<file path="config.mk">
export PLATFORM = sky130hd
export DESIGN_NAME = unified_mem_arbiter
export DESIGN_NICKNAME = d
export VERILOG_FILES = /design/src/rtl/unified_mem_arbiter.sv
export SDC_FILE = /design/constraint.sdc
export NUM_CORES = 1
export LEC_CHECK = 0
export CORE_ASPECT_RATIO = 1.5
export CORE_MARGIN = 8
export CORE_UTILIZATION = 40
export CTS_CLUSTER_DIAMETER = 50
export DETAILED_ROUTE_END_ITERATION = 10
export PLACE_DENSITY_LB_ADDON = 0.05
export SETUP_SLACK_MARGIN = 0.1
export SYNTH_ARGS = -nofsm -noshare
export SYNTH_HDL_FRONTEND = slang
export SYNTH_SLANG_ARGS = --single-unit
</file>
<file path="constraint.sdc">
create_clock -name clk -period 3.3 [get_ports clk]
set_input_delay 0.33 -clock clk [delete_from_list [all_inputs] [get_ports clk]]
set_output_delay 0.33 -clock clk [all_outputs]
set_load 0.02 [all_outputs]
</file>
<file path="src/rtl/unified_mem_arbiter.sv">
`default_nettype none
// ============================================================================
// Module   : unified_mem_arbiter
// Brief    : Shares one single-ported unified memory between the RV32I fetch
//            stage (read-only) and memory stage (load/store). Data accesses
//            are preferred, a streak limit protects fetch from starvation and
//            a busy timeout protects the core from a dead memory.
// Revision : 1.0 - initial release
// ============================================================================
module unified_mem_arbiter #(
    parameter int ADDR_W        = 32,
    parameter int MAX_DM_STREAK = 4,
    parameter int TIMEOUT       = 255
) (
    input  logic              clk,
    input  logic              reset,
    // fetch port
    input  logic              if_req,
    input  logic [ADDR_W-1:0] if_addr,
    input  logic              if_flush,
    output logic              if_valid,
    output logic [31:0]       if_rdata,
    output logic              if_err,
    // data port
    input  logic              dm_req,
    input  logic              dm_we,
    input  logic [ADDR_W-1:0] dm_addr,
    input  logic [31:0]       dm_wdata,
    output logic              dm_valid,
    output logic [31:0]       dm_rdata,
    output logic              dm_err,
    // pipeline stalls
    output logic              stall_if,
    output logic              stall_dm,
    // memory port
    output logic              mem_req,
    output logic              mem_we,
    output logic [ADDR_W-1:0] mem_addr,
    output logic [31:0]       mem_wdata,
    input  logic              mem_ready,
    input  logic [31:0]       mem_rdata
);

    // FSM encoding
    localparam logic [1:0] c_ST_IDLE    = 2'd0;
    localparam logic [1:0] c_ST_IF_BUSY = 2'd1;
    localparam logic [1:0] c_ST_DM_BUSY = 2'd2;

    // Timeout counter only needs to reach TIMEOUT-1; the abort fires on the
    // edge that would take it to TIMEOUT.
    localparam int              c_TW          = (TIMEOUT > 1) ? $clog2(TIMEOUT) : 1;
    localparam int              c_TMO_LAST_I  = (TIMEOUT > 0) ? TIMEOUT - 1 : 0;
    localparam logic [c_TW-1:0] c_TMO_LAST    = c_TW'(c_TMO_LAST_I);
    localparam logic            c_TMO_EN      = (TIMEOUT > 0);
    localparam logic [3:0]      c_STREAK_MAX  = 4'(MAX_DM_STREAK);

    logic [1:0]      r_state;
    logic [3:0]      r_streak;
    logic [c_TW-1:0] r_timer;
    logic            r_discard;

    logic w_idle;
    logic w_busy;
    logic w_if_cand;
    logic w_grant_if;
    logic w_grant_dm;
    logic w_if_mis;
    logic w_dm_mis;
    logic w_done_ok;
    logic w_done_tmo;
    logic w_done;
    logic w_if_drop;

    // Arbitration and completion decode
    always_comb begin
        w_idle     = (r_state == c_ST_IDLE);
        w_busy     = (r_state == c_ST_IF_BUSY) || (r_state == c_ST_DM_BUSY);
        // a flushing fetch is not a candidate for the grant
        w_if_cand  = if_req & ~if_flush;
        w_grant_if = w_idle & w_if_cand & (~dm_req | (r_streak == c_STREAK_MAX));
        w_grant_dm = w_idle & dm_req & ~w_grant_if;
        w_if_mis   = |if_addr[1:0];
        w_dm_mis   = |dm_addr[1:0];
        // a real handshake wins over a coincident timeout
        w_done_ok  = w_busy & mem_ready;
        w_done_tmo = w_busy & ~mem_ready & c_TMO_EN & (r_timer == c_TMO_LAST);
        w_done     = w_done_ok | w_done_tmo;
        w_if_drop  = r_discard | if_flush;
    end

    // Pipeline stalls follow the request/valid handshake directly
    always_comb begin
        stall_if = if_req & ~if_valid;
        stall_dm = dm_req & ~dm_valid;
    end

    // Count consecutive data grants taken while fetch is waiting
    always_ff @(posedge clk) begin
        if (!reset) begin
            r_streak <= 4'd0;
        end else if (!if_req || w_grant_if) begin
            r_streak <= 4'd0;
        end else if (w_grant_dm && (r_streak != 4'hF)) begin
            r_streak <= r_streak + 4'd1;
        end
    end

    // Busy-cycle counter for the dead-memory timeout
    always_ff @(posedge clk) begin
        if (!reset) begin
            r_timer <= '0;
        end else if (w_grant_if || w_grant_dm) begin
            r_timer <= '0;
        end else if (w_busy && c_TMO_EN) begin
            r_timer <= r_timer + c_TW'(1);
        end
    end

    // Remember a flush that lands while a fetch is outstanding
    always_ff @(posedge clk) begin
        if (!reset || w_idle || w_done) begin
            r_discard <= 1'b0;
        end else if ((r_state == c_ST_IF_BUSY) && if_flush) begin
            r_discard <= 1'b1;
        end
    end

    // Main FSM: grant, memory handshake and registered responses
    always_ff @(posedge clk) begin
        if (!reset) begin
            r_state   <= c_ST_IDLE;
            mem_req   <= 1'b0;
            mem_we    <= 1'b0;
            mem_addr  <= '0;
            mem_wdata <= '0;
            if_valid  <= 1'b0;
            if_rdata  <= '0;
            if_err    <= 1'b0;
            dm_valid  <= 1'b0;
            dm_rdata  <= '0;
            dm_err    <= 1'b0;
        end else begin
            // valid/err are single-cycle pulses
            if_valid <= 1'b0;
            if_err   <= 1'b0;
            dm_valid <= 1'b0;
            dm_err   <= 1'b0;

            case (r_state)
                c_ST_IDLE: begin
                    if (w_grant_dm) begin
                        if (w_dm_mis) begin
                            // rejected without touching memory
                            dm_valid <= 1'b1;
                            dm_err   <= 1'b1;
                            dm_rdata <= '0;
                        end else begin
                            mem_req   <= 1'b1;
                            mem_we    <= dm_we;
                            mem_addr  <= {dm_addr[ADDR_W-1:2], 2'b00};
                            mem_wdata <= dm_wdata;
                            r_state   <= c_ST_DM_BUSY;
                        end
                    end else if (w_grant_if) begin
                        if (w_if_mis) begin
                            if_valid <= 1'b1;
                            if_err   <= 1'b1;
                            if_rdata <= '0;
                        end else begin
                            mem_req   <= 1'b1;
                            mem_we    <= 1'b0;
                            mem_addr  <= {if_addr[ADDR_W-1:2], 2'b00};
                            mem_wdata <= '0;
                            r_state   <= c_ST_IF_BUSY;
                        end
                    end
                end

                c_ST_IF_BUSY: begin
                    if (w_done) begin
                        mem_req <= 1'b0;
                        r_state <= c_ST_IDLE;
                        // a flushed fetch still finishes the handshake silently
                        if (!w_if_drop) begin
                            if_valid <= 1'b1;
                            if_err   <= w_done_tmo;
                            if_rdata <= w_done_ok ? mem_rdata : 32'd0;
                        end
                    end
                end

                c_ST_DM_BUSY: begin
                    if (w_done) begin
                        mem_req  <= 1'b0;
                        r_state  <= c_ST_IDLE;
                        dm_valid <= 1'b1;
                        dm_err   <= w_done_tmo;
                        dm_rdata <= (w_done_ok && !mem_we) ? mem_rdata : 32'd0;
                    end
                end

                default: begin
                    mem_req <= 1'b0;
                    r_state <= c_ST_IDLE;
                end
            endcase
        end
    end

endmodule
`default_nettype wire

</file>
==> impl_metrics.tcl <==
set metrics [dict create \
    outcome "finished clean" \
    clock_power_share_pct 43.8 \
    fin_util_pct 64.72 \
    grt_pass1_wl_mm 30.46 \
    power.internal_mw 3.165 \
    fin_cells 1031 \
    drcViolationCount 0 \
    h-tree-depth 4 \
    finalHoldViolCount 0 \
    path_max_fanout 18 \
    p_comb_share_pct 13.4 \
    hold-worst-slack_ns 0.4499 \
    clk_latency_ns 0.42 \
    synth_ff_type "dfxtp_1" \
    syn_area_um2 5603 \
    synth_warnings 0 \
    coreArea_um2 13860 \
    rows 53 \
    drt_wl_total_mm 19.21 \
    p_leak_nw 3.355 \
    setup_violations 0 \
    cts_tree "built" \
    cts_sinks 147 \
    layout-drive-gt1-share_pct 7.052 \
    gp_congestion 0.7843 \
    fp.dieArea_um2 18130 \
    final_common_cell "clkdlybuf4s50_1" \
    dpl.cell_count 998 \
    drtPass1Iterations 4 \
    finalPower_mw 4.306 \
    grt_util_all_layers_pct 20.97 \
    maxCapViolCount 0 \
    final_cell_mix "clkdlybuf4s50_1 (268), dfxtp_1 (147), a21oi_1 (102), nand2_1 (75), a22o_1 (64)" \
    p_per_area_nw_per_um2 480.1 \
    ioPinCount 271 \
    portBuffers 268 \
    pre_cts_ws_ns 0.7370 \
    fin_ws_ns 0.8870 \
    clk_pin_slew_ns 0.07 \
    fillCellCount 1154 \
    critPathMaxStageDelay_ns 0.48 \
    synth_seq_area_share_pct 52.52 \
    grt_max_degree 39 \
    cp_data_arrival_time_ns 2.76 \
    path_cells "inv_1, ha_1, nand2_2, nor3_4, a22o_2, buf_4, nand3_1, a21oi_1" \
    synth-edff-count 0 \
    routedWlPerCell_um 18.63 \
    num_vias 5464 \
    ir_drop_mv 0.2759 \
    dr.first_iter.drc_count 420 \
    cts_buffer_depth 2 \
    cts_resized 0 \
    syn_area_per_cell_um2 9.369 \
    initial_core_util_pct 40.43 \
    ctsHoldBuffers 0 \
    clock.fmax_mhz 414.4 \
    post-synth-top-area-cell "dfxtp_1" \
    final.period_utilization_pct 73.12 \
    dieWidth_um 112.6 \
    min_period_ns 2.413 \
    ant_nets 0 \
    cp-end-kind "flop" \
    numCtsBuffers 17 \
    synth.area.top_cells "dfxtp_1 (53%), a22o_1 (10%), a21oi_1 (9.2%)" \
    post-cts-setup-buffers 0 \
    worst-setup-path-type "reg2reg" \
    slew_headroom_pct 61.08 \
    maxSlewViolCount 0 \
    first_global_vias 5765 \
    worstMarginPinSlew_ns 0.5799 \
    finClkSkew_ns 0.01246 \
    hp-class "reg2reg" \
    dp.final_hpwl_mm 14.21 \
    worst_setup_path_start_kind "flop" \
    yosysTopAreaCellShare_pct 52.52 \
    viasPerCell 5.300 \
    netlist_instances 598 \
    worstPathRequired_ns 3.65 \
    p_sw_share_pct 26.49 \
    async_flop_share_pct 0 \
    die-height_um 161.0 \
    cts_root_buf "clkbuf_16" \
    antenna_found_initial 1 \
    placed_cell_area_um2 8396 \
    grt_setup_unrepaired "false" \
    sequentialPowerShare_pct 42.8 \
    gr-total-overflow 0 \
    netlist-cell-type-count 48 \
    power.switching_mw 1.141 \
    nets 994 \
    crit_slowest_cell "ha_1" \
    fin_tns_setup_ns 0 \
    fin_area_um2 8970 \
    syn2layout_area_growth_pct 60.09 \
    synth-seq-cells 147 \
]
-- path summary, 6_finish.rpt --
| check | end | cells past startpoint | slack (ns) | start |
|---|---|---|---|---|
| max | mem_wdata[19] | 8 | 0.89 | r_state[0] |
| min | mem_wdata[23] | 2 | 0.45 | mem_wdata[23] |
| max reg2reg | mem_wdata[19] | 8 | 0.89 | r_state[0] |
| min reg2reg | mem_wdata[23] | 2 | 0.45 | mem_wdata[23] |
-- area by class of cell --
type / count / area [um2] / share of cell area, %
clock inverters: 14 / 142.6 / 1.590
repair buffers: 281 / 2793 / 31.13
multi-input cells: 396 / 2420 / 26.98
inverters: 9 / 33.78 / 0.3766
clock buffers: 18 / 429.2 / 4.784
flip-flops and latches: 147 / 2943 / 32.81
diodes: 1 / 2.502 / 0.02790
well taps: 165 / 206.4 / 2.302
-- synth_stat cells, types with 4 or more instances --
master,instances
nor2_1,17
dfxtp_1,147
buf_4,13
buf_2,12
and3_1,4
nand3_1,44
o21ai_1,31
a21oi_1,103
a22o_1,65
clkbuf_1,21
inv_1,9
ha_1,7
xor2_1,6
nand2_1,75
-- worst max-delay path: cells and delay by family (launching register included) --
| family | cells | cell delay, ns |
|---|---|---|
| compound gates | 2 | 0.61 |
| fa+ha+maj | 1 | 0.48 |
| buf+inv | 2 | 0.41 |
| simple gates | 3 | 0.52 |
| flops | 1 | 0.32 |
-- flip-flops by register name, summed over array words and instances, names as in the netlist --
| name | count |
|---|---|
| dm_rdata | 32 |
| if_rdata | 32 |
| mem_wdata | 32 |
| mem_addr | 30 |
| r_timer | 8 |
| r_streak | 4 |
| r_state | 2 |
| dm_err | 1 |
| dm_valid | 1 |
| if_err | 1 |
| if_valid | 1 |
| mem_req | 1 |
| mem_we | 1 |
| r_discard | 1 |
-- per-layer routing --
layer  up-vias  part of all wire [%]  global-route usage (%)
met5         -                     0                       0
li1       2652                     -                       -
met4         0                   3.2                   9.858
met2       236                    51                   36.19
met3        36                   9.1                   8.042
met1      2540                    37                   21.87
-- power by group through the flow --
stage               Clock, mW  Combinational [mW]  Sequential (mW)
floorplan                   0               0.211             1.93
global placement            0               0.569             1.88
detailed placement          0               0.577             1.88
CTS                      1.92               0.581             1.84
global route             2.00               0.621             1.85
finish                   1.88               0.578             1.84
-- kinds of logic (layout without fill, tap and decap cells) --
| logic type | after synthesis | after routing | share of synthesized area, % |
|---|---|---|---|
| AOI/OAI and AO/OA | 215 | 215 | 25.35 |
| and+or+nand+nor | 162 | 162 | 14.02 |
| DFF | 147 | 147 | 52.52 |
| buffers and inverters | 56 | 322 | 4.891 |
| xor gates and xnor gates | 9 | 9 | 1.407 |
| adders and majority gates | 7 | 7 | 1.563 |
| other | 1 | 3 | 0.06693 |
| muxes | 1 | 1 | 0.1787 |
(Power assumes the default switching activity.)
==> RTL change 1 (config.mk and constraints unchanged) <==
The parameter `TIMEOUT` goes from 255 to 510.
--- a/src/rtl/unified_mem_arbiter.sv
+++ b/src/rtl/unified_mem_arbiter.sv
@@ -10,7 +10,7 @@
 module unified_mem_arbiter #(
     parameter int ADDR_W        = 32,
     parameter int MAX_DM_STREAK = 4,
-    parameter int TIMEOUT       = 255
+    parameter int TIMEOUT       = 510
 ) (
     input  logic              clk,
     input  logic              reset,
Check against the original RTL: no difference found for any inputs over 4 cycles, from zero or initial values and one cycle with reset low; that may be too few to reach the edited logic, so the function may still have changed.
==> RTL change 1 against the unedited design <==
  * Area after synthesis rose by 7.3%
  * Cell count up 3.6%
  * Setup slack got worse by 0.17 ns
  * Combinational power fell by 2%
  * Wire length rose by 6.4%
  * Critical path depth shrank 1
  * Die area grew 6.4%
  * Count of clock-buffer cells in the layout is 1 higher
  * Total power shrank 1.1%
  * Final area up 4.1%
  * First-iteration DRC count shrank 16%
  * Sequential cell count increased by 1
  * Largest cell class unchanged
  * Highest routed layer unchanged
==> RTL change 1: results (changes against the unedited design) <==
| Parameter | Value | Unit | Change |
| --- | --- | --- | --- |
| Run status | completed | - | unchanged |
| Post-detail-place hpwl | 14.7 | mm | was 14.2 mm |
| Register-to-register setup slack | 0.71 | ns | was 0.89 ns |
| Total of fill cells in the finished design | 1289 | - | was 1154 |
| Worst-path fanout max | 48 | - | was 18 |
| Worst Reg2Reg Path Length in Cells | 7 | - | was 8 |
| Slowest Stage Delay on Critical Path | 0.50 | ns | was 0.48 ns |
| Sequential area share after synthesis | 0.493 | - | was 0.525 |
| First-pass GRT wire length | 32.4 | mm | was 30.5 mm |
| Data arrival time of the worst path | 2.91 | ns | was 2.76 ns |
| Final setup skew | 0.0171 | ns | was 0.0125 ns |
| Origin of the worst min-delay path | reset | - | was mem_wdata[23] |
| Crit. Startpoint | r_state[1] | - | was r_state[0] |
| Slowest-stage cell, CP | sky130_fd_sc_hd__buf_4 | - | was sky130_fd_sc_hd__ha_1 |
| Tightest Pin Transition | 0.749 | ns | was 0.580 ns |
| Hold EP | mem_addr[17] | - | was mem_wdata[23] |
| Synth top cells by count | sky130_fd_sc_hd__dfxtp_1, sky130_fd_sc_hd__nand2_1, sky130_fd_sc_hd__nand3_1 | - | was sky130_fd_sc_hd__dfxtp_1, sky130_fd_sc_hd__a21oi_1, sky130_fd_sc_hd__nand2_1 |
| Initial DRT Pass Iterations | 5 | - | was 4 |
| Vias in the first global route | 6140 | - | was 5765 |
| Critical register-to-register path startpoint | r_state[1] | - | was r_state[0] |
| Met3 routed wirelength | 2.15 | mm | was 1.74 mm |
| Static leakage power | 3.39 | nW | was 3.36 nW |
| Number of vias after detailed routing | 5912 | - | was 5464 |
| Worst vdd rail ir drop | 0.370 | mV | was 0.276 mV |
| Reg-to-reg critical path endpoint | mem_wdata[4] | - | was mem_wdata[19] |
| Largest net degree at the start of global routing | 78 | - | was 39 |
| Synthesized area per cell | 9.76 | um2 | was 9.37 um2 |
| Layout net count | 997 | - | was 994 |
| Distinct cell type count of the synthesized netlist | 52 | - | was 48 |
[RTL change 1: cell types whose count changed in the layout (fill, tap and decap cells not counted), sizes merged, moves of 5 or more]
cell	change
a21oi	-98
o211ai	+34
a22o	-33
a21boi	+32
o31ai	+32
a31oi	+31
a32o	+31
o21ai	-29
nand2	-7
nand3	-5
nor2	-5
[RTL change 1: layer usage]
metal | global-route usage | vias to the layer above
li1 | - | 2803
met4 | 0.101 | 0
met1 | 0.226 | 2827
met3 | 0.0845 | 38
met2 | 0.345 | 244
met5 | 0 | -
[RTL change 1: worst max-delay path: cells and delay by family, from the launching register on]
kind	cells	cell delay, ns
adders and majority gates	1	0.32
and+or+nand+nor	1	0.43
AOI/OAI and AO/OA	3	0.81
DFF	1	0.31
buffers and inverters	2	0.59
[RTL change 1: metrics by stage]
step	util	power (W)	setup WS [ns]	cell area (um2)	hold WS [ns]
4_1_cts	0.625	0.00431	0.724	9340	0.335
2_1_floorplan	-	0.00214	1.24	6020	0.455
5_1_grt	0.625	0.00443	0.507	9340	0.359
3_3_place_gp	0.587	0.00245	0.626	8770	0.449
3_5_place_dp	0.587	0.00246	0.550	8770	0.453
6_report	0.625	0.00426	0.713	9340	0.357
[RTL change 1: logic make-up (layout without fill, tap and decap cells)]
group | count (synthesis) | after routing | share of synthesized area
xor+xnor | 8 | 8 | 0.0117
compound gates | 225 | 225 | 0.300
mux | 1 | 1 | 0.00166
simple gates | 153 | 153 | 0.119
fa+ha+maj | 7 | 7 | 0.0146
other cells | 1 | 3 | 0.000624
buf+inv | 73 | 324 | 0.0599
flops | 148 | 148 | 0.493
[RTL change 1: final cells by class]
cell class | instances | share of cell area
sequential | 148 | 0.317
timing repair buffer | 283 | 0.302
clock buffer | 19 | 0.0485
tap | 199 | 0.0267
clock inverter | 13 | 0.0123
inverter | 9 | 0.00362
antenna | 1 | 0.000268
multi-input combinational | 396 | 0.290
[RTL change 1: how the worst max path moves through the flow]
stage / to / slack [ns] / depth (start not counted)
6_report: mem_wdata[4] / 0.71 / 7
5_1_grt: mem_wdata[29] / 0.51 / 7
4_1_cts: mem_wdata[4] / 0.72 / 7
3_5_place_dp: mem_wdata[4] / 0.55 / 6
3_3_place_gp: mem_wdata[5] / 0.63 / 6
2_1_floorplan: mem_wdata[1] / 1.24 / 8
[RTL change 1: power by group through the flow]
stage          combinational [W]  sequential, W  clock [W]
4_1_cts                 0.000570        0.00185    0.00189
6_report                0.000566        0.00185    0.00184
3_3_place_gp            0.000560        0.00189          0
2_1_floorplan           0.000205        0.00194          0
3_5_place_dp            0.000567        0.00189          0
5_1_grt                 0.000609        0.00186    0.00197
==> RTL change 2 (same flow settings) <==
Made on the original files. Register the output `if_err` once more, without a reset; this adds one clock of latency there. The other outputs are not delayed to match.
--- a/src/rtl/unified_mem_arbiter.sv
+++ b/src/rtl/unified_mem_arbiter.sv
@@ -54,6 +54,8 @@
     localparam logic            c_TMO_EN      = (TIMEOUT > 0);
     localparam logic [3:0]      c_STREAK_MAX  = 4'(MAX_DM_STREAK);
 
+    logic if_err_s0;
+
     logic [1:0]      r_state;
     logic [3:0]      r_streak;
     logic [c_TW-1:0] r_timer;
@@ -135,14 +137,14 @@
             mem_wdata <= '0;
             if_valid  <= 1'b0;
             if_rdata  <= '0;
-            if_err    <= 1'b0;
+            if_err_s0 <= 1'b0;
             dm_valid  <= 1'b0;
             dm_rdata  <= '0;
             dm_err    <= 1'b0;
         end else begin
             // valid/err are single-cycle pulses
             if_valid <= 1'b0;
-            if_err   <= 1'b0;
+            if_err_s0 <= 1'b0;
             dm_valid <= 1'b0;
             dm_err   <= 1'b0;
 
@@ -164,7 +166,7 @@
                     end else if (w_grant_if) begin
                         if (w_if_mis) begin
                             if_valid <= 1'b1;
-                            if_err   <= 1'b1;
+                            if_err_s0 <= 1'b1;
                             if_rdata <= '0;
                         end else begin
                             mem_req   <= 1'b1;
@@ -183,7 +185,7 @@
                         // a flushed fetch still finishes the handshake silently
                         if (!w_if_drop) begin
                             if_valid <= 1'b1;
-                            if_err   <= w_done_tmo;
+                            if_err_s0 <= w_done_tmo;
                             if_rdata <= w_done_ok ? mem_rdata : 32'd0;
                         end
                     end
@@ -207,6 +209,10 @@
         end
     end
 
+    always_ff @(posedge clk) begin
+        if_err <= if_err_s0;
+    end
+
 endmodule
 `default_nettype wire
 
Check against the original RTL: not equivalent (a bounded check fails within 4 cycles, from zero or initial values and one cycle with reset low).
==> RTL change 2 against the unedited design <==
  * Total power up 2.8%
  * First-iteration DRC count fell by 26%
  * Sequential share of layout area grew 0.46 points
  * Synthesized cell count down 0.17%
  * Highest routed layer unchanged
  * Area after synthesis fell by 0.89%
  * Count of clock-buffer cells in the layout unchanged
  * Sequential cell count rose by 1
  * Via count grew 1.4%
  * Fmax decreased by 10%
  * Final area shrank 0.73%
  * Setup slack got worse by 0.28 ns
  * Wire length up 1.7%
==> RTL change 2: results (changes against the unedited design) <==
| Parameter | Value | Unit | Change |
| --- | --- | --- | --- |
| Via density | 5.43 | - | was 5.30 |
| Sequential fraction of design power | 0.420 | - | was 0.428 |
| Post-synthesis cell count | 597 | - | was 598 |
| Fraction of final layout cells with drive strength greater than 1 | 0.0571 | - | was 0.0705 |
| Run status | completed | - | unchanged |
| Post-Route M1 WL | 7.59 | mm | was 7.07 mm |
| Static leakage power | 3.29 | nW | was 3.36 nW |
| Number of instances on the worst hold path | 0 | - | was 2 |
| Distinct cell type count of the synthesized netlist | 46 | - | was 48 |
| Cell types with the largest area share after synthesis | sky130_fd_sc_hd__dfxtp_1, sky130_fd_sc_hd__a22o_1, sky130_fd_sc_hd__a21oi_1 | - | unchanged |
| Worst-path fanout max | 32 | - | was 18 |
| GRT Overall Usage | 0.212 | - | was 0.210 |
| Worst vdd rail ir drop | 0.324 | mV | was 0.276 mV |
| First-pass GRT wire length | 30.6 | mm | was 30.5 mm |
| Diode count | 0 | - | was 1 |
| Total Power Consumption | 0.00443 | W | was 0.00431 W |
| GR Layer Usage met2 | 0.356 | - | was 0.362 |
| Register-to-register setup slack | 0.60 | ns | was 0.89 ns |
| Met3 routed wirelength | 1.71 | mm | was 1.74 mm |
| Detail Route met2 WL | 9.51 | mm | was 9.79 mm |
| Area after detailed placement | 8300 | um2 | was 8400 um2 |
| Data arrival time of the worst path | 3.05 | ns | was 2.76 ns |
| Vias in the first global route | 5597 | - | was 5765 |
| Ys async rst share | 0 | - | unchanged |
| Number of violations reported at the end of detailed-routing iteration 0 | 310 | - | was 420 |
| Headroom to the max-slew limit | 0.267 | - | was 0.611 |
| Final setup skew | 0.0140 | ns | was 0.0125 ns |
| Gp weighted congestion | 0.844 | - | was 0.784 |
| Net switching power | 0.00111 | W | was 0.00114 W |
| Buffer levels on the longest clock path | 2 | - | unchanged |
| Sequential area share after synthesis | 0.534 | - | was 0.525 |
| Fraction of synthesized cell area taken by the top area cell type | 0.534 | - | was 0.525 |
| Origin of the worst min-delay path | if_err_s0 | - | was mem_wdata[23] |
| Reg-to-reg critical path endpoint | dm_rdata[20] | - | was mem_wdata[19] |
| Total power density per cell area | 497 | nW/um2 | was 480 nW/um2 |
| Layout net count | 988 | - | was 994 |
| Hold EP | if_err | - | was mem_wdata[23] |
| Synth top cells by count | sky130_fd_sc_hd__dfxtp_1, sky130_fd_sc_hd__a21oi_1, sky130_fd_sc_hd__nand2_1 | - | unchanged |
| Smallest hold slack | 0.330 | ns | was 0.450 ns |
| Clock power frac | 0.449 | - | was 0.438 |
| Critical path capture point | dm_rdata[20] | - | was mem_wdata[19] |
| DRC Markers | 0 | - | unchanged |
| Slowest Stage Delay on Critical Path | 0.89 | ns | was 0.48 ns |
| Number of antenna violations at the first check in global routing | 0 | - | was 1 |
-- RTL change 2: cell count changes after synthesis, moves of 3 or more --
cell	unedited run	this run
sky130_fd_sc_hd__buf_1	1	4
sky130_fd_sc_hd__buf_4	13	7
sky130_fd_sc_hd__buf_6	0	6
sky130_fd_sc_hd__nand2_1	75	78
sky130_fd_sc_hd__nand3_1	44	37
sky130_fd_sc_hd__nand4_1	3	6
-- RTL change 2: logic make-up (layout without fill, tap and decap cells) --
family,count (synthesis),count (layout),share of synthesized area
flops,148,148,0.534
compound gates,218,218,0.253
other cells,1,2,0.000675
buf+inv,56,316,0.0530
fa+ha+maj,7,7,0.0158
mux,2,2,0.00361
xor+xnor,9,9,0.0142
simple gates,156,156,0.126
-- RTL change 2: area by class of cell --
class,instances,share of cell area
multi-input cells,394,0.260
repair buffers,277,0.313
well taps,162,0.0228
inverters,8,0.00337
clock buffers,18,0.0482
clock inverters,13,0.0195
flip-flops and latches,148,0.333
